--- config.mk ---
export PLATFORM = sky130hd
export DESIGN_NAME = decoder24_scan
export DESIGN_NICKNAME = d
export VERILOG_FILES = /design/src/rtl/decoder24_scan.sv
export SDC_FILE = /design/constraint.sdc
export NUM_CORES = 1
export LEC_CHECK = 0
export ABC_AREA = 1
export ABC_CLOCK_PERIOD_IN_PS = 1800
export CAP_MARGIN = 20
export CORE_UTILIZATION = 54
export CTS_BUF_LIST = sky130_fd_sc_hd__clkbuf_16
export DETAILED_ROUTE_END_ITERATION = 12
export PLACE_DENSITY = 0.8
export RECOVER_POWER = 25
export SETUP_SLACK_MARGIN = 0.15
export SYNTH_ARGS = -nofsm -noshare
export SYNTH_HDL_FRONTEND = slang
export SYNTH_SLANG_ARGS = --single-unit
--- constraint.sdc ---
create_clock -name clk -period 1.8 [get_ports clk]
set_input_delay 0.27 -clock clk [delete_from_list [all_inputs] [get_ports clk]]
set_output_delay 0.27 -clock clk [all_outputs]
set_load 0.02 [all_outputs]
--- src/rtl/decoder24_scan.sv ---
// 2-to-4 one-hot decoder with a handshake-loaded hold register and an
// auto-scan mode that rotates the active bit every DWELL cycles.
module decoder24_scan #(
    parameter int DWELL = 4
) (
    input  logic       clk,
    input  logic       rst_n,
    input  logic       EN,
    input  logic       in_valid,
    output logic       in_ready,
    input  logic [1:0] x,
    input  logic       scan_en,
    output logic [3:0] y,
    output logic       y_valid,
    output logic [1:0] code
);

    typedef enum logic [1:0] {
        IDLE = 2'd0,
        HOLD = 2'd1,
        SCAN = 2'd2
    } state_t;

    localparam logic [7:0] DWELL_LAST = 8'(DWELL - 1);

    state_t     state, state_nx;
    logic [1:0] code_nx;
    logic [3:0] y_nx;
    logic       y_valid_nx;
    logic [7:0] dwell, dwell_nx;
    logic [1:0] code_inc;

    function automatic logic [3:0] onehot(input logic [1:0] c);
        return 4'b0001 << c;
    endfunction

    // Gated by rst_n so the handshake is closed for the whole reset window.
    assign in_ready = rst_n && EN && !scan_en && (state == IDLE || state == HOLD);
    assign code_inc = code + 2'd1;

    always_ff @(posedge clk or negedge rst_n) begin
        if (!rst_n) begin
            state   <= IDLE;
            code    <= 2'd0;
            y       <= 4'd0;
            y_valid <= 1'b0;
            dwell   <= 8'd0;
        end else begin
            state   <= state_nx;
            code    <= code_nx;
            y       <= y_nx;
            y_valid <= y_valid_nx;
            dwell   <= dwell_nx;
        end
    end

    // Priority: EN low, then scan request, then code acceptance.
    always_comb begin
        state_nx   = state;
        code_nx    = code;
        y_nx       = y;
        y_valid_nx = y_valid;
        dwell_nx   = dwell;

        if (!EN) begin
            state_nx   = IDLE;
            code_nx    = 2'd0;
            y_nx       = 4'd0;
            y_valid_nx = 1'b0;
            dwell_nx   = 8'd0;
        end else begin
            case (state)
                IDLE, HOLD: begin
                    if (scan_en) begin
                        state_nx   = SCAN;
                        dwell_nx   = 8'd0;
                        y_valid_nx = 1'b1;
                        // Scan starts from the held code, or from bit 0 when nothing is held.
                        if (state == IDLE) begin
                            code_nx = 2'd0;
                            y_nx    = 4'b0001;
                        end else begin
                            y_nx = onehot(code);
                        end
                    end else if (in_valid && in_ready) begin
                        state_nx   = HOLD;
                        code_nx    = x;
                        y_nx       = onehot(x);
                        y_valid_nx = 1'b1;
                    end
                end
                SCAN: begin
                    if (!scan_en) begin
                        state_nx = HOLD;
                        dwell_nx = 8'd0;
                    end else if (dwell == DWELL_LAST) begin
                        dwell_nx = 8'd0;
                        code_nx  = code_inc;
                        y_nx     = onehot(code_inc);
                    end else begin
                        dwell_nx = dwell + 8'd1;
                    end
                end
                default: begin
                    state_nx   = IDLE;
                    code_nx    = 2'd0;
                    y_nx       = 4'd0;
                    y_valid_nx = 1'b0;
                    dwell_nx   = 8'd0;
                end
            endcase
        end
    end

endmodule

==> metrics.md <==
| Metric | Value |
|---|---|
| Slowest stage delay, CP | `~0.64 ns` |
| Num CTS Buffers | `3` |
| Worst Setup End Kind | `output pin` |
| FF/Latch Area | `~430 um^2` |
| Critical path launch point | `code[1]$_DFFE_PN0P_` |
| Pleak | `between 0.7 and 0.8 nW` |
| Routed WL | `about 2.7 mm` |
| Worst Hold Slack | `slightly below 0.5 ns` |
| Seq cells post-synth | `17` |
| Area leader, netlist | `dfrtp_1` |
| Syn_area_per_cell | `around 7.4 um^2` |
| Die Y | `49.5 um` |
| Minimum clock period | `approximately 1.6 ns` |
| Via count | `between 1000 and 1500` |
| DRT iter0 DRCs | `34` |
| Setup ws final | `roughly 0.20 ns` |
| DRC errors left | `0` |
| Drt first pass iters | `4` |
| Final worst path period share | `a little under 90%` |
| Area Growth Syn to Fin | `24.4%` |
| Worst rel slew slack | `~37%` |
| Global placer's final weighted congestion | `around 0.9` |
| Reg2Reg Depth | `8` |
| Rows | `16` |
| Sequential fraction of the synthesis area | `35.0%` |
| Fmax | `626 MHz` |
| CP Launch Type | `flop` |
| CP arrival | `1.33 ns` |
| Number of library cell types mapped by synthesis | `24` |
| Synthesized area | `1220 um^2` |
| Post-DP HPWL | `between 1.5 and 2 mm` |
| CP Cell Sequence | `clkdlybuf4s50_1` |
| First-pass GRT wire length | `around 4.6 mm` |
| Crit Path Category | `reg -> out` |
| Worst flop-to-flop path endpoint | `y[3]$_DFFE_PN0P_` |
| Crit path capture | `code[1]` |
| Share of Yosys cell area claimed by the top area cell type | `roughly a third` |
| Synth Instances | `roughly 160` |
| Hold bufs inserted after CTS | `0` |
| Pwr Total | `approximately 1.2 mW` |
| Total gr overflow | `0` |
| Vias in the first global route | `1074` |
| Yosys warning count | `0` |
| Syn_nets | `approximately 180` |
| Wire per inst | `between 10 and 15 um` |
| Final nets | `about 210` |
| Post-DRT Antenna Nets | `0` |
| Power per Cell Area | `around 760 nW/um^2` |
| CORE AREA | `roughly 2000 um^2` |
| Crit path max-delay family | `buffers and inverters` |
| Drt via density | `approximately 5.2` |
| Port Buf Inserts | `14` |
| H-tree depth | `1` |
| Slew Viols, Final | `0` |
| Num ports | `15` |
| Crit-path slowest cell | `clkdlybuf4s50_1` |
| RSZ-0062 raised after global routing | `no` |
| Synth area leaders | `dfrtp_1, nand2_1, ha_1, nand3_1, nor2_1` |
| Largest net degree at the start of global routing | `18` |
| Worst r2r src | `dwell[1]$_DFFE_PN0P_` |
| Critical Path Fanout Max | `6` |
| Finished Core Util | `between 70% and 80%` |
| Worst slew pin tran | `around 0.95 ns` |
| Die X-Extent | `slightly below 50 um` |
| Multi-input gate area | `692 um^2` |
| CTS tree | `done` |
| Final Skew | `a little under 0.001 ns` |
| Cell total after placement | `212` |
| Sink Count | `17` |
| Clock latency on the worst-skew pair | `roughly 0.24 ns` |
| Ratio of cells with drive above 1 in the final layout | `a little under a fifth` |
| Hold crit path type | `reg -> reg` |
| Post-CTS Setup Bufs | `0` |
| CP Data Required Time | `1.53 ns` |
| Root Buffer | `clkbuf_16` |
| ANT cells | `0` |
| GRT Resource Usage Total | `between 20% and 30%` |
| Hold Violations, Final | `0` |
| Initial Utilization | `about three fifths` |
| CTS clk-pin slew, worst paths | `0.05 ns` |
| Final setup viols | `0` |
| Max-Cap Viols | `0` |
| Outcome | `finished, final reports clean` |
| Fill cells | `roughly 170` |
| Antenna violations before repair | `0` |
| CTS resizes | `4` |
| WP depth | `1` |
| CP bufs+invs | `1` |
| Worst slack, placed | `-0.168 ns` |
| Peak VDD IR | `approximately 0.86 mV` |
| Clk buf depth | `2` |
| R2r setup slk | `between 0.2 and 0.3 ns` |
| Die area | `around 2400 um^2` |
| Fin cells | `approximately 220` |
worst register-to-register path, delay by kind of cell, from the launching register on:
| kind | cells | cell delay [ns] |
|---|---|---|
| adders and majority gates | 1 | 0.27 |
| DFF | 1 | 0.37 |
| and+or+nand+nor | 6 | 0.71 |
| buffers and inverters | 1 | 0.09 |
final cells by class:
| class | instances | share of cell area (%) |
|---|---|---|
| Tap cell | 27 | 2.23 |
| Inverter | 23 | 6.04 |
| Timing Repair Buffer | 22 | 12.6 |
| Sequential cell | 17 | 28.1 |
| Clock inverter | 1 | 0.331 |
| Clock buffer | 3 | 4.96 |
| Multi-Input combinational cell | 123 | 45.7 |
flip-flops by register name (all words and copies together) (netlist names):
register,flops
dwell,8
y,4
y_valid,1
code,2
state,2
cells by family (layout without fill, tap and decap cells):
kind of cell             count (synthesis)  after routing  synth area share, %
XOR/XNOR                                 1              1                0.720
AND/OR/NAND/NOR                         99             99                 41.8
flip-flops                              17             17                 35.0
adder cells (fa/ha/maj)                  8              8                 8.23
AO/OA/AOI/OAI                           15             15                 6.17
buffers and inverters                   24             49                 8.13
through the flow:
| stage | TNS, ns | area [um^2] |
|---|---|---|
| floorplan | 0 | 1220 |
| global placement | -0.126 | 1440 |
| detailed placement | -0.168 | 1440 |
| CTS | 0 | 1520 |
| global route | 0 | 1510 |
| finish | 0 | 1510 |
routing by layer:
layer	up-vias	wire length, um	track usage, %
li1	566	-	-
met1	518	1200	30.2
met2	34	1360	44.3
met3	2	132	4.94
met4	0	10	2.86
met5	-	0	0
Yosys cell counts (all sizes together):
cell / instances
nand2: 54
ha: 8
nor3: 1
buf: 1
a21oi: 6
inv: 21
nand3: 16
nor2: 24
o21ai: 9
nand3b: 1
clkinv: 2
nand4: 3
dfrtp: 17
xor2: 1
how the worst min path moves through the flow:
stage	slack, ns	endpoint	from	cells after the start
finish	0.48	y[1]$_DFFE_PN0P_	y[1]$_DFFE_PN0P_	2
global route	0.50	y[0]$_DFFE_PN0P_	y[0]$_DFFE_PN0P_	2
global placement	0.46	y[1]$_DFFE_PN0P_	y[1]$_DFFE_PN0P_	2
CTS	0.49	y[1]$_DFFE_PN0P_	y[1]$_DFFE_PN0P_	2
detailed placement	0.48	y[2]$_DFFE_PN0P_	y[2]$_DFFE_PN0P_	2
floorplan	-0.03	code[0]$_DFFE_PN0P_	rst_n	0
layout by cell type, fill, tap and decap left out, types with 3 or more instances in the layout:
cell type and n:
inv_2 7, clkbuf_16 3, nor2_2 4, dfrtp_1 17, a21oi_1 6, clkdlybuf4s50_1 11
nand4_1 3, o21ai_1 4, inv_1 14, nor2_4 3, buf_4 6, nand3_1 14
ha_1 8, nand2_4 4, nor2_1 16, o21ai_0 5, nand2_1 49
report_power, final:
group | switching (mW) | internal [mW] | leakage, nW
registers | 0.0292 | 0.415 | 0.230
clock network | 0.139 | 0.297 | 0.0409
logic | 0.165 | 0.111 | 0.505
Note: power is estimated with default switching activity, not from simulation.
